### src/rtl/lsu_bridge.sv
// Load/store bridge from the core data port to the pmem port.
// Aligns sub-word accesses, waits LATENCY cycles, then strobes once.
module lsu_bridge #(
  parameter int ADDR_WIDTH = 32,
  parameter int DATA_WIDTH = 32,
  parameter int LATENCY    = 0,
  parameter int CNT_WIDTH  = 4
) (
  input  logic                  clk,
  input  logic                  rst,
  input  logic                  req_valid,
  output logic                  req_ready,
  input  logic [ADDR_WIDTH-1:0] req_addr,
  input  logic [DATA_WIDTH-1:0] req_wdata,
  input  logic                  req_wen,
  input  logic [2:0]            req_funct3,
  output logic                  rsp_valid,
  input  logic                  rsp_ready,
  output logic [DATA_WIDTH-1:0] rsp_rdata,
  output logic                  rsp_err,
  output logic [ADDR_WIDTH-1:0] mem_addr,
  output logic                  mem_r_en,
  output logic                  mem_w_en,
  output logic [3:0]            mem_mask,
  output logic [DATA_WIDTH-1:0] mem_w,
  input  logic [DATA_WIDTH-1:0] mem_r
);

  typedef enum logic [1:0] {
    IDLE, WAIT, ACCESS, RESP
  } state_t;

  localparam logic [CNT_WIDTH-1:0] LAT_M1 =
    CNT_WIDTH'((LATENCY > 0) ? LATENCY - 1 : 0);

  state_t                state_q, state_d;
  logic [CNT_WIDTH-1:0]  cnt_q, cnt_d;
  logic [ADDR_WIDTH-1:0] addr_q;
  logic [DATA_WIDTH-1:0] wdata_q;
  logic                  wen_q;
  logic [2:0]            f3_q;
  logic [DATA_WIDTH-1:0] rdata_q, rdata_d;
  logic                  err_q;

  logic                  req_err;
  logic                  accept;
  logic [4:0]            sh;
  logic [DATA_WIDTH-1:0] ld_sh;
  logic [DATA_WIDTH-1:0] ld_ext;
  logic [3:0]            base_mask;

  assign accept = (state_q == IDLE) && req_valid;
  assign sh     = {addr_q[1:0], 3'b000};
  assign ld_sh  = mem_r >> sh;

  always_comb begin
    req_err = 1'b1;
    unique case (req_funct3)
      3'b000, 3'b100: req_err = req_wen & req_funct3[2];
      3'b001, 3'b101: req_err = (req_wen & req_funct3[2]) | req_addr[0];
      3'b010:         req_err = |req_addr[1:0];
      default:        req_err = 1'b1;
    endcase
  end

  always_comb begin
    ld_ext = '0;
    unique case (f3_q)
      3'b000:  ld_ext = {{24{ld_sh[7]}}, ld_sh[7:0]};
      3'b001:  ld_ext = {{16{ld_sh[15]}}, ld_sh[15:0]};
      3'b010:  ld_ext = ld_sh;
      3'b100:  ld_ext = {24'd0, ld_sh[7:0]};
      3'b101:  ld_ext = {16'd0, ld_sh[15:0]};
      default: ld_ext = '0;
    endcase
  end

  always_comb begin
    base_mask = 4'b1111;
    unique case (f3_q[1:0])
      2'b00:   base_mask = 4'b0001;
      2'b01:   base_mask = 4'b0011;
      default: base_mask = 4'b1111;
    endcase
  end

  always_ff @(posedge clk) begin
    if (!rst) begin
      state_q <= IDLE;
      cnt_q   <= '0;
    end else begin
      state_q <= state_d;
      cnt_q   <= cnt_d;
    end
  end

  always_ff @(posedge clk) begin
    if (!rst) begin
      addr_q  <= '0;
      wdata_q <= '0;
      wen_q   <= 1'b0;
      f3_q    <= 3'b000;
      rdata_q <= '0;
      err_q   <= 1'b0;
    end else begin
      rdata_q <= rdata_d;
      if (accept) begin
        addr_q  <= req_addr;
        wdata_q <= req_wdata;
        wen_q   <= req_wen;
        f3_q    <= req_funct3;
        err_q   <= req_err;
      end
    end
  end

  always_comb begin
    state_d = state_q;
    cnt_d   = cnt_q;
    rdata_d = rdata_q;
    unique case (state_q)
      IDLE: begin
        if (req_valid) begin
          rdata_d = '0;
          if (req_err) begin
            state_d = RESP;
          end else if (LATENCY == 0) begin
            state_d = ACCESS;
          end else begin
            state_d = WAIT;
            cnt_d   = LAT_M1;
          end
        end
      end
      WAIT: begin
        if (cnt_q == '0) state_d = ACCESS;
        else             cnt_d   = cnt_q - 1'b1;
      end
      ACCESS: begin
        state_d = RESP;
        if (!wen_q) rdata_d = ld_ext;
      end
      RESP: begin
        if (rsp_ready) state_d = IDLE;
      end
      default: state_d = IDLE;
    endcase
  end

  // Bus outputs are forced to zero outside the single ACCESS cycle.
  always_comb begin
    req_ready = 1'b0;
    rsp_valid = 1'b0;
    rsp_rdata = '0;
    rsp_err   = 1'b0;
    mem_addr  = '0;
    mem_r_en  = 1'b0;
    mem_w_en  = 1'b0;
    mem_mask  = 4'b0000;
    mem_w     = '0;
    unique case (state_q)
      IDLE: req_ready = 1'b1;
      WAIT: ;
      ACCESS: begin
        mem_addr = {addr_q[ADDR_WIDTH-1:2], 2'b00};
        mem_r_en = ~wen_q;
        mem_w_en = wen_q;
        mem_mask = base_mask << addr_q[1:0];
        mem_w    = wdata_q << sh;
      end
      RESP: begin
        rsp_valid = 1'b1;
        rsp_rdata = rdata_q;
        rsp_err   = err_q;
      end
      default: ;
    endcase
  end

endmodule
### config.mk
export PLATFORM = sky130hd
export DESIGN_NAME = lsu_bridge
export DESIGN_NICKNAME = d
export VERILOG_FILES = /design/src/rtl/lsu_bridge.sv
export SDC_FILE = /design/constraint.sdc
export NUM_CORES = 1
export LEC_CHECK = 0
export BUFFER_PORTS_ARGS = -buffer_cell sky130_fd_sc_hd__buf_2
export CAP_MARGIN = 25
export CELL_PAD_IN_SITES_DETAIL_PLACEMENT = 0
export CELL_PAD_IN_SITES_GLOBAL_PLACEMENT = 2
export CORE_ASPECT_RATIO = 1.5
export CORE_MARGIN = 5
export CORE_UTILIZATION = 29
export CTS_CLUSTER_SIZE = 20
export DETAILED_ROUTE_END_ITERATION = 12
export HOLD_SLACK_MARGIN = 0.12
export PLACE_DENSITY_LB_ADDON = 0.1
export SLEW_MARGIN = 30
export SYNTH_ARGS = -nofsm -noshare
export SYNTH_HDL_FRONTEND = slang
export SYNTH_SLANG_ARGS = --single-unit
### constraint.sdc
create_clock -name clk -period 5.48 [get_ports clk]
set_input_delay 0.548 -clock clk [delete_from_list [all_inputs] [get_ports clk]]
set_output_delay 0.548 -clock clk [all_outputs]
set_load 0.005 [all_outputs]
Word level (Yosys, flattened, before mapping). Index checks and enable logic that the tools add are counted.

Output and inout bits: 105. Bits of input ports: 104. Register bits: 107.

Shift operators: 3. Equality and inequality tests: 16. Mux-type cells: 20. Add/subtract/negate cells: 1. Bitwise gates (word level): 4. Reductions and logical operators: 13.

Operators by type and width (count): two-way mux 32 bit (5); one-hot mux 32 bit (5 select lines) (1); one-hot mux 32 bit (2 select lines) (1); left shift 32 x 5 -> 32 bit (1); right shift 32 x 5 -> 32 bit (1); equality test 3 bit, second input constant (4); != test 2 bit, second input constant (4); one-hot mux 2 bit (4 select lines) (1); one-hot mux 4 bit (2 select lines) (1); equality test 3 x 1 -> 1 bit, second input constant (2); equality test 3 x 2 -> 1 bit, second input constant (2); zero test 3 bit (2); two-way mux 1 bit (6); two-way mux 2 bit (3); AND reduction 3 bit (2); OR reduction 2 bit (3); equality test 2 x 1 -> 1 bit, second input constant (2); equality test 2 bit, second input constant (2); zero test 2 bit (2); zero test 4 bit (1); two-way mux 4 bit (1); left shift 4 x 2 -> 4 bit (1); subtractor 4 x 1 -> 4 bit, second input constant (1); one-hot mux 1 bit (3 select lines) (1); other kinds (6) (7).

Longest topological paths before layout. Gate-level depths: netlist of run 1.

Word-level depth: 6. Gate-level depth with buffers: 7. Mapped depth without buffers: 5.

Least setup slack after synthesis of run 1. OpenSTA, ideal clock, no wires.

Path kind: reg-to-output. Start: register addr_q[1]. End: output port mem_w[25]. Required time: 4932 ps. Arrival: 1480 ps. Setup slack: 3452 ps. Buffers on the path: 3. Stages on the path, launching flop included: 6. Cell sequence: dfxtp_1 buf_2 buf_1 clkbuf_1 a211oi_1 a211oi_1.

Longest elaborated chain between the ends: 2.

RTL lines: start, declared (RTL line 38) `logic [ADDR_WIDTH-1:0] addr_q;`; start signal, assigned (RTL line 108) `addr_q <= req_addr;`; left shift 32 x 5 -> 32 bit (RTL line 169) `mem_w = wdata_q << sh;`; two-way mux 32 bit (RTL line 161) `unique case (state_q)`; end, declared (RTL line 25) `output logic [DATA_WIDTH-1:0] mem_w,`.

No other way between the ends.

Worst setup path after layout of run 1.
Start: register state_q[1]. End: output port mem_w[3].

Longest elaborated chain between the ends: 2.

RTL lines: start, declared (RTL line 36) `state_t state_q, state_d;`; start signal, assigned (RTL line 92) `state_q <= state_d;`; equality test 2 bit (RTL line 161); two-way mux 32 bit (RTL line 161).

No other way between the ends.

==> results.md, run 1 <==
- Sink Count: 107
- MaxCap Viol Count: 0
- Max incr delay on CP: 650 ps
- Synth Flop Type: dfxtp_1
- Starting density of the core: 29.5%
- Routed WL per cell: 17.8 µm
- Io pins: 209
- RSZ-0062 raised after global routing: false
- Crit path DAT: 2450 ps
- Highest Signal Layer: met5
- Total negative slack: 0 ps
- Post-synthesis mux area share: 7.17%
- CTS Hold Bufs: 0
- Grt ovf: 0
- Slowest cell on crit path: nor2_1
- Max-slew violation count: 0
- Largest area contributor in the netlist: dfxtp_1
- Synth Area in XOR/XNOR: 0.478%
- Worst-margin pin slew: 776 ps
- Startpoint types: register
- Critical-path cell list: nor2b_2, buf_4, nand2b_1, nor2_1, and2_1, buf_2
- CTS tree: done
- Synth Area per Inst: 7.80 µm²
- CTS buffer count: 9
- Leakage power: 3.13 nW
- Warnings from Yosys: 0
- Crit path kind: reg2out
- EDFF count, synth: 0
- All-Layer GR Usage: 17.9%
- Synth area leaders: dfxtp_1, nand2_1, a21oi_1
- Critical Path End Type: output port
- PostCTS Resize Cnt: 0
- Skew-Pair Late Insertion Delay: 350 ps
- Worst-path clk slew: 70 ps
- Final #Nets: 973
- Wire length on met1: 7700 µm
- Vias in the first global route: 5568
- Final worst slack: 2480 ps
- Status: completed
- Simple-gate portion of the synthesized area: 28.1%
- Final Hold Fails: 0
- Peak VDD IR: 0.000169 V
- Detailed Routing Iterations Pass 1: 4
- Die area: 21900 µm²
- Layout cell share with drive strength beyond 1: 29.1%
- GP Congestion: 0.776
- Mapped Cells: 704
- Total power: 0.00200 W
- Register area share after synthesis: 39.0%
- Final HPWL DP: 14400 µm
- Final Critical Period: 3000 ps
- Met3 wire length: 1130 µm
- Post-synthesis compound-gate area fraction: 19.6%
- DRC: 0
- Vias/cell: 4.91
- Async set-reset flop share out of synthesis: 0%
- Share of the synthesized area in the top cell type: 39.0%
- PortBufs: 206
- Worst Path Max Fanout: 32
- Chip width: 122 µm
- Via count: 5525
- Pre-CTS setup slack: 2770 ps
- Achievable Freq: 333 MHz
- Slew headroom: 48.1%
- Design Area, Final: 6960 µm²
- Routed wire length: 20100 µm
- First-pass GRT wire length: 30400 µm
- Final setup vio count: 0
- Num rows: 61
- H-tree depth: 3
- Largest net degree at the start of global routing: 90
- Synth unique cells: 48
- Hold Path Class: in2reg
- Area after DPL: 6650 µm²
- Synth Area in Adders: 0.228%
- Number of synthesized register bits: 107
- Initial DRC count: 272
- Tcrit/Tclk final: 54.8%
- DR WL met2: 11000 µm
- Die height: 179 µm
- Root buffer cell: clkbuf_16
- Area added between synthesis and finish: 26.7%
- Clock buffer depth: 2
- Core Region: 18600 µm²
- Post-CTS setup buffer count: 0
- Initial antenna violation count: 2
- Required @ worst endpoint: 4930 ps
- Area of the mapped netlist: 5490 µm²
- Setup Skew: 3.82 ps
- Final ANT Viol Nets: 0
- Pwr/cell area: 287 nW/µm²
- Largest family of logic cells by synthesized area: simple AND/OR/NAND/NOR gates
## metrics by stage
stage                     utilization [%]  std cells  hold slack [ps]
after floorplan                         -        705              432
after global placement               35.7       1109              439
after detailed placement             35.7       1109              442
after CTS                            37.3       1125              414
after global routing                 37.4       1125              416
final                                37.4       1126              428
## final cells by class
type,instances,area [µm²]
inverter,5,18.8
sequential,107,2140
fill,2104,11700
timing repair buffer,215,1100
tap,252,315
clock buffer,11,253
multi-input combinational,530,3070
clock inverter,5,57.6
antenna,1,2.50
## cell families after synthesis
group | count (synthesis)
AO/OA/AOI/OAI | 164
XOR/XNOR | 3
adder cells (fa/ha/maj) | 1
buffers and inverters | 68
flip-flops | 107
multiplexers | 37
other | 1
AND/OR/NAND/NOR | 323
## cells in the final DEF (no fill, tap or decap), drive strengths merged, types with 2 or more instances in the layout
cell type	synthesis	final
a211o	7	7
a211oi	21	21
a21oi	88	88
a221o	16	16
a22oi	2	2
a311oi	8	8
a32oi	7	7
and2	49	49
and3	33	33
buf	22	215
clkbuf	41	11
clkinv	0	2
conb	1	2
dfxtp	107	107
inv	5	7
mux2	9	9
mux2i	27	27
nand2	154	154
nand2b	5	5
nor2	51	51
nor2b	17	17
nor3	4	4
nor4	2	2
o21a	2	2
o21ai	8	8
or3	2	2
xnor2	2	2
## power breakdown
group	internal, W	switching (W)
Clock	0.000382	0.000303
Combinational	0.000161	0.000271
Sequential	0.000842	0.0000424
Total	0.00138	0.000617
## Yosys cell counts, types with 9 or more instances
cell type / instances
nand2_1: 154
dfxtp_1: 107
a21oi_1: 88
nor2_1: 51
and2_1: 45
clkbuf_1: 41
and3_1: 33
mux2i_1: 27
a211oi_1: 20
nor2b_1: 17
a221o_1: 16
buf_2: 9
mux2_2: 9
## path summary, 6_finish.rpt
kind,start,end,slack (ps),cells after the start
max,state_q[1]$_SDFFE_PN0P_,mem_w[3],2480,6
min reg2reg,addr_q[10]$_SDFFE_PN0P_,addr_q[10]$_SDFFE_PN0P_,450,2
max reg2reg,state_q[1]$_SDFFE_PN0P_,rdata_q[28]$_SDFFE_PN0P_,2790,6
min,req_addr[30],addr_q[30]$_SDFFE_PN0P_,430,3
## critical path: cells and delay by family (launching register included)
| family | cells | cell delay [ps] |
|---|---|---|
| and+or+nand+nor | 4 | 1340 |
| buffers and inverters | 2 | 420 |
| DFF | 1 | 330 |
## per-layer routing
layer,global-route usage [%],vias to the layer above
li1,-,2742
met1,19.8,2611
met2,33.5,152
met3,4.06,16
met4,5.65,4
met5,0,-
## flip-flops by register name (all words and copies together) (netlist names)
name and count:
addr_q 32, rdata_q 32, wdata_q 32, err_q 1, cnt_q 4, wen_q 1
state_q 2, f3_q 3
No activity file was read; power rests on OpenSTA's default activity.
==> run 2: changes to the inputs <==
Settings changed: ABC_AREA from default to 1, CORE_UTILIZATION 29 to 23.
Clock period 5.48 ns to 2.7 ns, I/O delays scaled along.
==> results.md, run 2 <==
- Sink Count: 107 (unchanged)
- Synth Flop Type: dfxtp_1
- Max-slew violation count: 0 (unchanged)
- Commonest cells in the netlist: nor2_1, nand2_1, inv_1, dfxtp_1, o21ai_0
- PortBufs: 206 (unchanged)
- Final Critical Period: 2350 ps
- Hold Path Class: in2reg
- Routed wire length: 21800 µm (+8.6%)
- Io pins: 209 (unchanged)
- Placed cell count: 1360 (+23%)
- Critical Path Start: state_q[1]$_SDFFE_PN0P_
- Share of the synthesized area in the top cell type: 38.0% (-0.94 points)
- Vias/cell: 4.27 (-13%)
- All-Layer GR Usage: 15.7% (-2.2 points)
- Die height: 202 µm (+13%)
- Final HPWL DP: 16300 µm (+14%)
- Worst hold path stage count: 3 (unchanged)
- Top Registers: addr_q (32), rdata_q (32), wdata_q (32)
- Critical Path End Type: output port
- Area of the mapped netlist: 5630 µm² (+2.5%)
- Number of synthesized register bits: 107 (unchanged)
- Root buffer cell: clkbuf_16
- MaxCap Viol Count: 0 (unchanged)
- Largest net degree at the start of global routing: 105 (+17%)
- Worst Reg2Reg Path Length in Cells: 7 (+1)
- Initial antenna violation count: 1 (-1)
- CTS tree: done
- Die area: 27800 µm² (+27%)
- Via count: 5913 (+7.0%)
- Multi-input logic area: 2690 µm² (-12%)
- RSZ-0062 raised after global routing: false
- Commonest non-fill, non-tap cell in the layout: buf_2
- Vias in the first global route: 5974 (+7.3%)
- GP Congestion: 0.784 (+1.0%)
- Status: completed
- Pwr/cell area: 632 nW/µm² (+120%)
- Achievable Freq: 426 MHz
- Chip width: 138 µm (+13%)
- FF/Latch Area: 2140 µm² (about the same)
- Peak VDD IR: 0.000290 V (+71%)
- Startpoint types: register
- PostCTS Resize Cnt: 0 (unchanged)
- Most numerous cell in the Yosys netlist: nor2_1
- Cell Int Power: 0.00303 W (+120%)
- Core Region: 24300 µm² (+30%)
- Clock buffer depth: 2 (unchanged)
- Non-filler cells in the finished layout: 1386 (+23%)
- Tcrit/Tclk final: 86.9%
- Leakage power: 3.42 nW (+9.2%)
- WHS Endpoint: wdata_q[16]$_SDFFE_PN0P_
- Synth area leaders: dfxtp_1, nor2_1, nand2_1
- DRC: 0 (unchanged)
- Clk network pwr share: 32.4% (-1.8 points)
- Final ANT Viol Nets: 0 (unchanged)
- Grt ovf: 0 (unchanged)
- Synth Area per Inst: 6.43 µm² (-18%)
- Switching share of power: 34.2% (+3.4 points)
- EDFF count, synth: 0 (unchanged)
- Crit path kind: reg2out
- Hold path start: req_wdata[16]
- H-tree depth: 3 (unchanged)
- Setup Skew: 8.06 ps (+4.24 ps)
- Comb pwr share: 27.3% (+5.7 points)
- Sequential Power Share: 40.3% (-3.9 points)
- CTS buffer count: 9 (unchanged)
- Hold slack: 134 ps (-294 ps)
- First-pass GRT wire length: 33500 µm (+10%)
- Required @ worst endpoint: 2430 ps (-2500 ps)
- Mapped Cells: 876 (+24%)
- Final setup vio count: 0 (unchanged)
- Crit path DAT: 2080 ps (-370 ps)
- Setup slack, reg-to-reg: 910 ps (-1880 ps)
- Initial DRC count: 258 (-5.1%)
- Largest area contributor in the netlist: dfxtp_1
- Total negative slack: 0 ps (unchanged)
- Psw: 0.00158 W (+160%)
- Worst-path clk slew: 70 ps (about the same)
- Detailed Routing Iterations Pass 1: 4 (unchanged)
- Final Hold Fails: 0 (unchanged)
- Skew-Pair Late Insertion Delay: 370 ps (+20 ps)
- Synth unique cells: 26 (-46%)
- Slew headroom: 48.2% (+0.11 points)
- Final #Nets: 1162 (+19%)
- Routed WL per cell: 15.7 µm (-12%)
- Worst-margin pin slew: 776 ps (+0.0572 ps)
- Reg2Reg Launch Point: addr_q[0]$_SDFFE_PN0P_
- Layout cell share with drive strength beyond 1: 23.8% (-5.3 points)
- Leading cell types in the layout, fill and taps excluded: buf_2, nor2_1, nand2_1
- Async set-reset flop share out of synthesis: 0% (unchanged)
- Area added between synthesis and finish: 29.4%
- Worst Path Max Fanout: 15 (-53%)
- Worst r2r dst: rdata_q[8]$_SDFFE_PN0P_
- # fillers: 2856 (+36%)
- Num rows: 70 (+15%)
- Warnings from Yosys: 0 (unchanged)
- Register area share after synthesis: 38.0% (-0.94 points)
- Starting density of the core: 23.2% (-6.3 points)
[run 2: changes by cell type after synthesis, sizes merged, moves of 21 or more]
cell / change
and2: -49
nor2: +137
mux2i: -27
nand3: +36
inv: +113
a211oi: -21
and3: -33
o21ai: +82
[run 2: timing repair]
| action | 4_1_cts | 5_1_grt |
|---|---|---|
| hold buffers | 10 | 0 |
| endpoints found under the hold margin | 10 | 0 |
| buffers inserted | 0 | 0 |
| setup endpoints to repair | 0 | 0 |
[run 2: layout make-up]
cell class | count | area share, %
antenna | 1 | 0.0344
multi-input combinational | 590 | 37.0
clock inverter | 5 | 1.17
tap | 324 | 5.57
inverter | 119 | 6.23
timing repair buffer | 230 | 17.3
sequential | 107 | 29.4
clock buffer | 10 | 3.28
[run 2: metal layers]
metal	global-route usage, %	share of wire [%]
met2	29.1	54
met4	5.83	2.2
met1	17.3	39
met5	0	0
met3	3.30	5.7
[run 2: worst max-delay path: stages, from the launching register on]
cell	delay (ps)
dfxtp_1	420
inv_2	70
nor2_4	180
nand2_1	280
buf_4	290
o32ai_1	290
buf_2	180
[run 2: power groups by stage]
stage               Clock [W]  Combinational, W  Sequential, W
global placement            0           0.00130        0.00189
floorplan                   0          0.000880        0.00186
global route          0.00160           0.00145        0.00188
detailed placement          0           0.00129        0.00189
CTS                   0.00156           0.00131        0.00186
finish                0.00149           0.00126        0.00186
[run 2: how the worst max path moves through the flow]
stage                        endpoint  slack (ps)  cells past startpoint
after CTS                 mem_addr[7]         320                      5
after detailed placement  mem_addr[7]         740                      5
after floorplan           mem_mask[2]        1220                      6
after global placement    mem_addr[4]         710                      5
final                       mem_w[28]         350                      6
after global routing        mem_w[28]         200                      6
[run 2: kinds of logic after synthesis]
kind of cell	Yosys count	synth area share, %
AND/OR/NAND/NOR	384	27.7
AO/OA/AOI/OAI	203	19.8
buffers and inverters	180	14.2
flip-flops	107	38.0
adder cells (fa/ha/maj)	1	0.222
other	1	0.0666
[run 2: stage by stage]
stage / util, % / instance area [µm²] / worst slack [ps] / power [W]
floorplan: - / 5630 / 1220 / 0.00274
global placement: 28.3 / 6860 / 712 / 0.00319
detailed placement: 28.3 / 6860 / 739 / 0.00318
CTS: 30.0 / 7280 / 315 / 0.00472
global route: 30.0 / 7280 / 198 / 0.00493
finish: 30.0 / 7280 / 353 / 0.00460
==> run 3: changes to the inputs <==
Settings changed: BUFFER_PORTS_ARGS -buffer_cell sky130_fd_sc_hd__buf_2 to default, CORE_UTILIZATION 23 to 29, DONT_BUFFER_PORTS from default to 1.
==> results.md, run 3 (synthesis results as in run 2) <==
- Status: completed
- H-tree depth: 3 (unchanged)
- Highest Signal Layer: met4
- Worst Reg2Reg Path Length in Cells: 7 (unchanged)
- Num rows: 62 (-11%)
- Chip width: 124 µm (-10%)
- Routed WL per cell: 16.8 µm (+6.8%)
- DRC: 0 (unchanged)
- Peak VDD IR: 0.000333 V (+15%)
- Core Region: 19200 µm² (-21%)
- Routed wire length: 19500 µm (-10%)
- Largest net degree at the start of global routing: 105 (unchanged)
- Area added between synthesis and finish: 18.6%
- Critical Path End Type: register
- Slew headroom: 52.4% (+4.2 points)
- Final Critical Period: 2380 ps (+38.0 ps)
- Leading cell types in the layout, fill and taps excluded: nor2_1, nand2_1, inv_1
- Io pins: 209 (unchanged)
- Via count: 5461 (-7.6%)
- Total negative slack: 0 ps (unchanged)
- Final HPWL DP: 14400 µm (-12%)
- Hold slack: 126 ps (-8.28 ps)
- Met3 wire length: 1390 µm (+11%)
- Root buffer cell: clkbuf_16
- Top Registers: addr_q (32), rdata_q (32), wdata_q (32)
- Layout cell share with drive strength beyond 1: 4.75% (-19 points)
- Initial antenna violation count: 0 (-1)
- Startpoint types: register
- Crit path kind: reg2reg
- Worst Path Max Fanout: 104 (+89)
- Crit path DAT: 2620 ps (+540 ps)
- Setup Skew: 12.2 ps (+4.15 ps)
- Vias/cell: 4.70 (+10%)
- MaxCap Viol Count: 0 (unchanged)
- Worst hold path stage count: 3 (unchanged)
- Starting density of the core: 29.4% (+6.2 points)
- Sink Count: 107 (unchanged)
- Multi-input logic area: 2690 µm² (unchanged)
- Worst-path clk slew: 90 ps (+20 ps)
- Pwr/cell area: 673 nW/µm² (+6.5%)
- Final setup vio count: 0 (unchanged)
- Skew-Pair Late Insertion Delay: 360 ps (about the same)
- Tcrit/Tclk final: 88.3% (+1.4 points)
- CTS tree: done
- Max-slew violation count: 0 (unchanged)
- Final Hold Fails: 0 (unchanged)
- PortBufs: 0 (-100%)
- Hold Path Class: in2reg
- Worst-margin pin slew: 712 ps (-64.1 ps)
- First-pass GRT wire length: 30200 µm (-9.8%)
- Setup slack, reg-to-reg: 320 ps (-590 ps)
- Grt ovf: 0 (unchanged)
- CTS buffer count: 9 (unchanged)
- FF/Latch Area: 2140 µm² (unchanged)
- Commonest non-fill, non-tap cell in the layout: nor2_1
- Final ANT Viol Nets: 0 (unchanged)
- Achievable Freq: 419 MHz (-1.6%)
- Detailed Routing Iterations Pass 1: 4 (unchanged)
- All-Layer GR Usage: 17.5% (+1.8 points)
- Die height: 181 µm (-10%)
- # fillers: 2166 (-24%)
- Leakage power: 2.66 nW (-22%)
- Initial DRC count: 272 (+5.4%)
- Clock buffer depth: 2 (unchanged)
- # diodes: 0 (-1)
- GP Congestion: 0.821 (+4.8%)
- Final #Nets: 1006 (-13%)
- Die area: 22400 µm² (-19%)
- Vias in the first global route: 5402 (-9.6%)
- Wire length on met1: 7350 µm (-13%)
- DR WL met2: 10100 µm (-14%)
- Required @ worst endpoint: 2930 ps (+500 ps)
- RSZ-0062 raised after global routing: false
run 3: cell count changes in the layout (fill, tap and decap cells not counted), sizes merged:
cell,previous run,this run
dlygate4sd3,10,64
diode,1,0
inv,119,121
clkbuf,10,9
buf,220,10
run 3: where the power goes:
part / internal, W / total [W] / switching, W / leakage (nW)
sequential: 0.00176 / 0.00186 / 0.0000982 / 0.879
combinational: 0.000363 / 0.00115 / 0.000787 / 1.62
clock: 0.000832 / 0.00149 / 0.000657 / 0.160
run 3: worst paths after layout:
kind / from / to
max: state_q[0]$_SDFFE_PN0P_ / addr_q[13]$_SDFFE_PN0P_
min: rsp_ready / state_q[1]$_SDFFE_PN0P_
max reg2reg: state_q[0]$_SDFFE_PN0P_ / addr_q[13]$_SDFFE_PN0P_
min reg2reg: cnt_q[0]$_SDFFE_PN0N_ / cnt_q[0]$_SDFFE_PN0N_
run 3: layout make-up:
type | instances | area share [%]
timing repair buffer | 74 | 11.0
tap | 256 | 4.79
sequential | 107 | 32.1
clock buffer | 9 | 3.37
inverter | 119 | 6.80
multi-input combinational | 590 | 40.3
clock inverter | 7 | 1.61
run 3: stage by stage:
| stage | worst slack [ps] | cells | util [%] | power [W] | area, µm² |
|---|---|---|---|---|---|
| 2_1_floorplan | 1220 | 877 | - | 0.00274 | 5630 |
| 3_3_place_gp | 668 | 1081 | 29.6 | 0.00296 | 5680 |
| 3_5_place_dp | 639 | 1081 | 29.6 | 0.00297 | 5680 |
| 4_1_cts | 162 | 1162 | 34.9 | 0.00458 | 6680 |
| 5_1_grt | 129 | 1162 | 34.9 | 0.00480 | 6680 |
| 6_report | 315 | 1162 | 34.9 | 0.00450 | 6680 |
run 3: repair_timing:
| item | CTS | global route |
|---|---|---|
| buffers inserted | 0 | 0 |
| resized for setup | 0 | 1 |
| hold buffers | 65 | 0 |
| endpoints found under the hold margin | 73 | 0 |
| endpoints found under the setup margin | 0 | 1 |
run 3: worst max-delay path: stages (launching register included):
cell and delay, ps:
dfxtp_1 390, nor2_4 190, inv_4 60, nor2_8 410, inv_6 350, o21ai_0 240
dlygate4sd3_1 570, a21oi_1 40
run 3: per-layer routing:
layer / up-vias / GRT usage [%]
li1: 2816 / -
met1: 2429 / 19.0
met2: 185 / 31.1
met3: 31 / 4.62
met4: 0 / 8.03
met5: - / 0
